[src/rtl/prefetch_pkg.sv]
// rtl/prefetch_pkg.sv - shared types and defaults for the instruction prefetch buffer
package prefetch_pkg;

  typedef enum logic [1:0] {
    IDLE    = 2'd0,
    REQ     = 2'd1,
    DISCARD = 2'd2
  } state_e;

  localparam int          DEF_DEPTH  = 4;
  localparam int          DEF_ADDR_W = 32;
  localparam int          DEF_DATA_W = 32;
  localparam logic [31:0] NOP_WORD   = 32'h0000_0000;

endpackage

[src/rtl/prefetch_fifo.sv]
// rtl/prefetch_fifo.sv - synchronous FIFO with flush; head entry read straight from storage
module prefetch_fifo
  import prefetch_pkg::*;
#(
  parameter int DEPTH = DEF_DEPTH,
  parameter int W     = DEF_ADDR_W + DEF_DATA_W
) (
  input  logic                       clk,
  input  logic                       rst_n,
  input  logic                       push_i,
  input  logic [W-1:0]               wdata_i,
  input  logic                       pop_i,
  input  logic                       flush_i,
  output logic [W-1:0]               rdata_o,
  output logic [$clog2(DEPTH):0]     count_o,
  output logic                       full_o,
  output logic                       empty_o
);

  localparam int PW = $clog2(DEPTH);
  localparam int CW = PW + 1;

  logic [W-1:0]  mem_q [DEPTH];
  logic [PW-1:0] wr_q, rd_q;
  logic [CW-1:0] cnt_q;
  logic          do_push, do_pop;

  assign empty_o = (cnt_q == '0);
  assign full_o  = (cnt_q == CW'(DEPTH));
  assign do_pop  = pop_i && !empty_o;
  // A push at full is only accepted when the same cycle frees a slot.
  assign do_push = push_i && (!full_o || do_pop);

  always_ff @(posedge clk or negedge rst_n) begin
    if (!rst_n) begin
      wr_q  <= '0;
      rd_q  <= '0;
      cnt_q <= '0;
    end else if (flush_i) begin
      wr_q  <= '0;
      rd_q  <= '0;
      cnt_q <= '0;
    end else begin
      if (do_push) wr_q <= wr_q + PW'(1);
      if (do_pop)  rd_q <= rd_q + PW'(1);
      cnt_q <= cnt_q + CW'(do_push) - CW'(do_pop);
    end
  end

  always_ff @(posedge clk) begin
    if (do_push && !flush_i) mem_q[wr_q] <= wdata_i;
  end

  assign rdata_o = mem_q[rd_q];
  assign count_o = cnt_q;

endmodule

[src/rtl/prefetch_buffer.sv]
// rtl/prefetch_buffer.sv - sequential instruction prefetcher: request FSM, fetch pointer and FIFO
module prefetch_buffer
  import prefetch_pkg::*;
#(
  parameter int                 DEPTH  = DEF_DEPTH,
  parameter int                 ADDR_W = DEF_ADDR_W,
  parameter int                 DATA_W = DEF_DATA_W,
  parameter logic [DATA_W-1:0]  NOP    = DATA_W'(NOP_WORD)
) (
  input  logic                     clk,
  input  logic                     reset,
  output logic                     mem_req,
  output logic [ADDR_W-1:0]        mem_addr,
  input  logic                     mem_ack,
  input  logic [DATA_W-1:0]        mem_rdata,
  input  logic                     redirect,
  input  logic [ADDR_W-1:0]        redirect_pc,
  input  logic                     advance,
  output logic [DATA_W-1:0]        prefetch,
  output logic [ADDR_W-1:0]        prefetch_pc,
  output logic                     prefetch_valid,
  output logic [$clog2(DEPTH):0]   count
);

  localparam int CW  = $clog2(DEPTH) + 1;
  localparam int CW1 = CW + 1;
  localparam int W   = ADDR_W + DATA_W;

  state_e            state_q, state_d;
  logic [ADDR_W-1:0] fpc_q, fpc_d;
  logic [ADDR_W-1:0] req_addr_q, req_addr_d;

  logic [W-1:0]      head;
  logic [CW-1:0]     cnt;
  logic              full, empty;
  logic              push, pop_eff;
  logic [ADDR_W-1:0] rpc, fpc_next;
  logic [CW1-1:0]    cnt_after;

  assign rpc       = {redirect_pc[ADDR_W-1:2], 2'b00};
  assign fpc_next  = fpc_q + ADDR_W'(4);
  assign push      = (state_q == REQ) && mem_ack && !redirect;
  assign pop_eff   = advance && !empty;
  assign cnt_after = CW1'(cnt) + CW1'(1) - CW1'(pop_eff);

  prefetch_fifo #(.DEPTH(DEPTH), .W(W)) u_fifo (
    .clk     (clk),
    .rst_n   (reset),
    .push_i  (push),
    .wdata_i ({fpc_q, mem_rdata}),
    .pop_i   (advance),
    .flush_i (redirect),
    .rdata_o (head),
    .count_o (cnt),
    .full_o  (full),
    .empty_o (empty)
  );

  always_comb begin
    state_d    = state_q;
    fpc_d      = fpc_q;
    req_addr_d = req_addr_q;
    unique case (state_q)
      IDLE: begin
        if (redirect) begin
          fpc_d = rpc;
        end else if (cnt < CW'(DEPTH)) begin
          state_d    = REQ;
          req_addr_d = fpc_q;
        end
      end
      REQ: begin
        if (redirect) begin
          // An issued request cannot be withdrawn; DISCARD absorbs its ack.
          fpc_d   = rpc;
          state_d = mem_ack ? IDLE : DISCARD;
        end else if (mem_ack) begin
          fpc_d = fpc_next;
          if (cnt_after < CW1'(DEPTH)) begin
            req_addr_d = fpc_next;
          end else begin
            state_d = IDLE;
          end
        end
      end
      DISCARD: begin
        if (redirect) fpc_d = rpc;
        if (mem_ack) state_d = IDLE;
      end
      default: state_d = IDLE;
    endcase
  end

  always_ff @(posedge clk or negedge reset) begin
    if (!reset) begin
      state_q    <= IDLE;
      fpc_q      <= '0;
      req_addr_q <= '0;
    end else begin
      state_q    <= state_d;
      fpc_q      <= fpc_d;
      req_addr_q <= req_addr_d;
    end
  end

  assign mem_req        = (state_q != IDLE);
  assign mem_addr       = req_addr_q;
  assign prefetch_valid = !empty;
  assign prefetch       = empty ? NOP : head[DATA_W-1:0];
  assign prefetch_pc    = empty ? '0 : head[W-1:DATA_W];
  assign count          = cnt;

endmodule
[config.mk]
export PLATFORM = sky130hd
export DESIGN_NAME = prefetch_buffer
export DESIGN_NICKNAME = d
export VERILOG_FILES = /design/src/rtl/prefetch_pkg.sv /design/src/rtl/prefetch_fifo.sv /design/src/rtl/prefetch_buffer.sv
export SDC_FILE = /design/constraint.sdc
export NUM_CORES = 1
export LEC_CHECK = 0
export ABC_AREA = 0
export BUFFER_PORTS_ARGS = -buffer_cell sky130_fd_sc_hd__clkbuf_2
export CAP_MARGIN = 20
export CORE_MARGIN = 2
export CORE_UTILIZATION = 63
export CTS_CLUSTER_DIAMETER = 60
export CTS_CLUSTER_SIZE = 16
export DETAILED_ROUTE_END_ITERATION = 16
export HOLD_SLACK_MARGIN = 0.05
export PLACE_DENSITY = 0.86
export SYNTH_ARGS = -nofsm -noshare
export SYNTH_HDL_FRONTEND = slang
export SYNTH_SLANG_ARGS = --single-unit
export TNS_END_PERCENT = 100
[constraint.sdc]
create_clock -name clk -period 4.75 [get_ports clk]
set_input_delay 0.2375 -clock clk [delete_from_list [all_inputs] [get_ports clk]]
set_output_delay 0.2375 -clock clk [all_outputs]
set_load 0.05 [all_outputs]
## Word-level counts from Yosys, hierarchy flattened

Memory sizes are Yosys's and may differ from the RTL's.
Index checks and enable logic that the tools add are counted.

- Mux-type cells: 27
- Magnitude comparators: 2
- Div/mod/pow operators: 0
- Shifts and indexed selects: 0
- Bitwise operators: 0
- Reduce and logical (&&, ||, !) cells: 20
- Equal/unequal tests: 12
- $add $sub $neg: 7
- Multiply operators: 0

Operator list:

| kind | count |
|---|---|
| two-way mux 32 bit | 10 |
| one-hot mux 32 bit (2 select lines) | 2 |
| adder 32 x 3 -> 32 bit (second input constant) | 1 |
| two-way mux 2 bit | 11 |
| inequality test 2 bit (second input constant) | 5 |
| nonzero test 2 bit | 5 |
| inequality test 3 bit (second input constant) | 2 |
| one-hot mux 2 bit (3 select lines) | 1 |
| AND reduction 6 bit | 1 |
| logical AND 1 bit | 5 |
| AND reduction 5 bit | 1 |
| adder 2 x 1 -> 2 bit (second input constant) | 2 |
| adder 3 x 1 -> 4 bit (second input constant) | 1 |
| < comparator 4 x 3 -> 1 bit (second input constant) | 1 |
| inequality test 2 x 1 -> 1 bit (second input constant) | 2 |
| subtractor 4 x 1 -> 4 bit | 1 |
| adder 3 x 1 -> 3 bit | 1 |
| equality test 3 bit (second input constant) | 1 |
| zero test 1 bit | 3 |
| zero test 3 bit | 1 |
| < comparator 3 bit (second input constant) | 1 |
| two-way mux 3 bit | 1 |
| AND reduction 3 bit | 1 |
| subtractor 3 x 1 -> 3 bit | 1 |
| 6 further kinds | 7 |

- Word-level logic and storage cells: 75
- Latch bits: 0
- Output and inout port bits: 101
- Memories: 1
- Flip-flop bits (word level): 73
- Memory bits (writable): 256
- Memory bits (read-only): 0

Memories:

| memory | depth | width | rd ports | clocked after Yosys merged registers in | wr ports | line | source |
|---|---|---|---|---|---|---|---|
| u_fifo.mem_q | 4 | 64 | 1 | 0 | 1 | prefetch_fifo.sv:23 | `logic [W-1:0] mem_q [DEPTH];` |

## Depth between registers and ports, before layout

- Depth in word-level cells: 9
- Depth in mapped cells: 11
- Mapped depth without buffers: 10

## Hierarchy

Synthesis repeated with hierarchy kept, for this count alone.

- Cell total of the unflattened synthesis: 898
- Area total of the unflattened synthesis: 13884.6 um^2

By module, submodules not included:

| module | cells an instance | instances | area an instance (um^2) |
|---|---|---|---|
| prefetch_fifo | 379 | 1 | 9718.1 |
| prefetch_buffer | 519 | 1 | 4166.5 |

## Worst setup path before layout

No wires, ideal clock.

- Path kind: reg-to-reg
- Start point: reg u_fifo.cnt_q[2], in the netlist u_fifo.count_o[2]
- End point: mem u_fifo.mem_q[0][0] (netlist name), enable pin
- Setup time: 0.426 ns
- Period minus slack after synthesis: 3.235 ns
- Stages on the path, launching flop included: 4
- Data arrival time: 2.808 ns
- Setup slack: 1.515 ns
- Buffers on the path: 0
- Cells stage by stage: dfrtp_1 -> nor4b_1 -> nor4_2 -> and2_1

- Cells in the longest elaborated chain, start to end: 8
- Elaborated cells on any way between the ends: 10

RTL lines:

| item | line | source |
|---|---|---|
| start: declaration | prefetch_fifo.sv:25 | `logic [CW-1:0] cnt_q;` |
| start signal: assignment | prefetch_fifo.sv:46 | `cnt_q <= cnt_q + CW'(do_push) - CW'(do_pop);` |
| zero test 3 bit | prefetch_fifo.sv:28 | `assign empty_o = (cnt_q == '0);` |
| zero test 1 bit | prefetch_fifo.sv:30 | `assign do_pop = pop_i && !empty_o;` |
| logical AND 1 bit | prefetch_fifo.sv:30 |  |
| logical OR 1 bit (*) | prefetch_fifo.sv:32 | `assign do_push = push_i && (!full_o \|\| do_pop);` |
| logical AND 1 bit (*) | prefetch_fifo.sv:32 |  |
| logical AND 1 bit (*) | prefetch_fifo.sv:51 | `if (do_push && !flush_i) mem_q[wr_q] <= wdata_i;` |
| two-way mux 1 bit (*) | prefetch_fifo.sv:51 |  |
| two-way mux 1 bit (not written as such) (*) | prefetch_fifo.sv:51 |  |
| end: declaration | prefetch_fifo.sv:23 |  |

Every way passes the cells marked *; elsewhere a longest branch is shown, timed or not.

## Final worst setup path

- Start point: reg u_fifo.rd_q[0]
- End point: out prefetch_pc[15]

- Cells in the longest elaborated chain, start to end: 2

RTL lines:

| item | line | source |
|---|---|---|
| start: declaration | prefetch_fifo.sv:24 | `logic [PW-1:0] wr_q, rd_q;` |
| start signal: assignment | prefetch_fifo.sv:45 | `if (do_pop) rd_q <= rd_q + PW'(1);` |
| memory read (4 x 64 bit) | -- |  |
| two-way mux 32 bit | prefetch_buffer.sv:110 | `assign prefetch_pc = empty ? '0 : head[W-1:DATA_W];` |
| end: declaration | prefetch_buffer.sv:20 | `output logic [ADDR_W-1:0] prefetch_pc,` |

Every way passes these cells.

==> flow_summary.toml <==
[clock_tree]
numCtsBuffers = 24
clock_sinks = 317
htreeDepth = 1
cts-root-buf = "clkbuf_16"
clk_pin_slew_ns = 0.07
cts_max_path_buffers = 3
cts_hold_buf = 45
cts_tree = "yes"
postCtsSetupBuffers = 0
clk_latency_ns = 0.51
ctsResizeCount = 0

[logic_synthesis]
ys.flop_type = "edfxtp_1"
synth-edff-count = 248
ys_async_sr_fraction = 0.218
syn_area_um2 = 13700
ys_warn_count = 0
synth_cell_types = 57
ys_seq_area_frac = 0.669
syn_inst = 906
ys_ff_latch = 317
avgSynthCellArea_um2 = 15.1

[placed_design]
dpl.cell_count = 1282
dp_hpwl_um = 18500
dpl_worst_slack_ns = 1.71
port_buffers = 163
gp_congestion = 0.950

[floorplan]
coreArea_um2 = 21200
ios = 170
die_area_um2 = 23000
initial_core_util = 0.647
die_h_um = 152
die_w_um = 152
rows = 53

[global_route]
antenna_found_initial = 0
grt_pass1_vias = 8478
grt_pass1_wl_um = 46500
grt_util_all_layers = 0.266
grt_max_degree = 65
grt_overflow_total = 0

[final_layout]
area_growth_pct = 15.7
diodes = 0
drive_above_1_share = 0.262
final_common_cell = "edfxtp_1"
fill_cells = 1241
layout.cells.non_filler = 1372
register_area_um2 = 9180
final_cell_mix = "edfxtp_1 (248), clkbuf_2 (162), and2_1 (67), dfrtp_1 (67), mux4_2 (62)"
multi_input_area_um2 = 4200
final_net_count = 1157

[critical_path]
worstSetupPathType = "reg2out"
path_max_fanout = 32
start_kind = "register"
crit_required_ns = 4.51
critPathCaptureType = "output pin"
worstPathArrival_ns = 2.87

[detailed_routing]
drc = 0
wirelength_um = 30500
drt-vias-per-instance = 6.38
dr_total_vias = 8759
dr.first_iter.drc_count = 1067
routedWlPerCell_um = 22.2
postRouteAntennaNets = 0
first_pass_iters = 5

[sta]
finalHoldViolations = 0
clock_skew_ns = 0.0103
timing.final.ws_setup_ns = 1.65
maxSlewViolCount = 0
relSlewSlack = 0.310
finalCritPeriodShare = 0.654
final.setup.tns_ns = 0
worst_pin_slew_ns = 1.04
fin_crit_ns = 3.10
setup_viol = 0
rsz0062_at_grt = "no"
fmax_mhz = 322

[run]
max_cap_violations = 0

[power_and_ir_drop]
peakVddDrop_uv = 406
p_leak_nw = 5.56
powerDensity_nw_per_um2 = 574

[hold_path]
hold_path_class = "in2reg"

[outcome]
status = "finished clean"
synthesized netlist by cell type, drive strengths merged, types with 12 or more instances:
cell type  instances  area share
mux4              62        0.10
nand3             28       0.010
dfrtp             69        0.13
and2              71       0.032
clkbuf            49       0.014
a31oi             18      0.0082
o21ai             19      0.0069
edfxtp           248        0.54
nand2             47       0.013
or4               13      0.0071
nor2              37       0.010
nor4              12      0.0064
buf               30       0.011
a21oi             22      0.0080
nand4             24       0.012
area by class of cell:
| class | instances | area share |
|---|---|---|
| Sequential cell | 317 | 0.578 |
| Multi-Input combinational cell | 502 | 0.265 |
| Timing Repair Buffer | 223 | 0.0876 |
| Clock buffer | 42 | 0.0441 |
| Tap cell | 275 | 0.0217 |
| Inverter | 11 | 0.00260 |
| Clock inverter | 2 | 0.00126 |
layer usage:
metal | track usage | share of wire | vias up
met3 | 0.0428 | 0.094 | 68
met2 | 0.436 | 0.49 | 512
met5 | 0 | 0 | -
li1 | - | - | 3884
met4 | 0.0583 | 0.021 | 0
met1 | 0.385 | 0.40 | 4295
through the flow:
stage	util	instance area [um2]	total power [mW]	hold slack (ns)
floorplan	-	13700	6.35	-0.0581
global placement	0.692	14700	7.14	0.432
finish	0.748	15900	9.11	0.0640
CTS	0.747	15900	9.14	0.0519
global route	0.748	15900	9.49	0.0615
detailed placement	0.692	14700	7.19	0.417
report_power, final:
group | leakage [nW] | switching (mW) | total [mW] | internal, mW
clock | 0.345 | 0.901 | 1.91 | 1.00
sequential | 3.04 | 0.446 | 3.76 | 3.31
combinational | 2.18 | 2.43 | 3.45 | 1.01
critical path, cell delays in order (launching register included):
cell and delay (ns):
dfrtp_4 0.86, buf_4 0.47, mux4_2 0.56, and2_1 0.19, clkbuf_2 0.24
registers in the layout, summed over array words and instances (netlist names):
| signal | cells |
|---|---|
| u_fifo.wr_q | 2 |
| mem_addr | 30 |
| state_q | 2 |
| u_fifo.rd_q | 2 |
| u_fifo.count_o | 3 |
| fpc_q | 30 |
| u_fifo.mem_q | 248 |
cells by family (layout without fill, tap and decap cells):
family	after synthesis	count (layout)	share of synthesized area
AO/OA/AOI/OAI	132	132	0.0676
XOR/XNOR	18	18	0.0115
adder cells (fa/ha/maj)	9	9	0.00876
buffers and inverters	90	278	0.0280
flip-flops	317	317	0.669
multiplexers	62	62	0.102
other	1	4	0.000273
AND/OR/NAND/NOR	277	277	0.113
worst paths after layout:
kind	depth (start not counted)	startpoint	slack, ns	endpoint
worst min-delay path	3	redirect_pc[9]	0.06	fpc_q[9]
min in group asynchronous	2	reset	0.39	mem_addr[4]
max in group asynchronous	3	reset	3.35	u_fifo.rd_q[0]
worst max-delay path	4	u_fifo.rd_q[0]	1.65	prefetch_pc[15]
worst max register to register	4	state_q[0]	1.77	u_fifo.mem_q[2][8]
worst min register to register	2	mem_addr[9]	0.49	mem_addr[9]
Note: power is estimated with default switching activity, not from simulation.
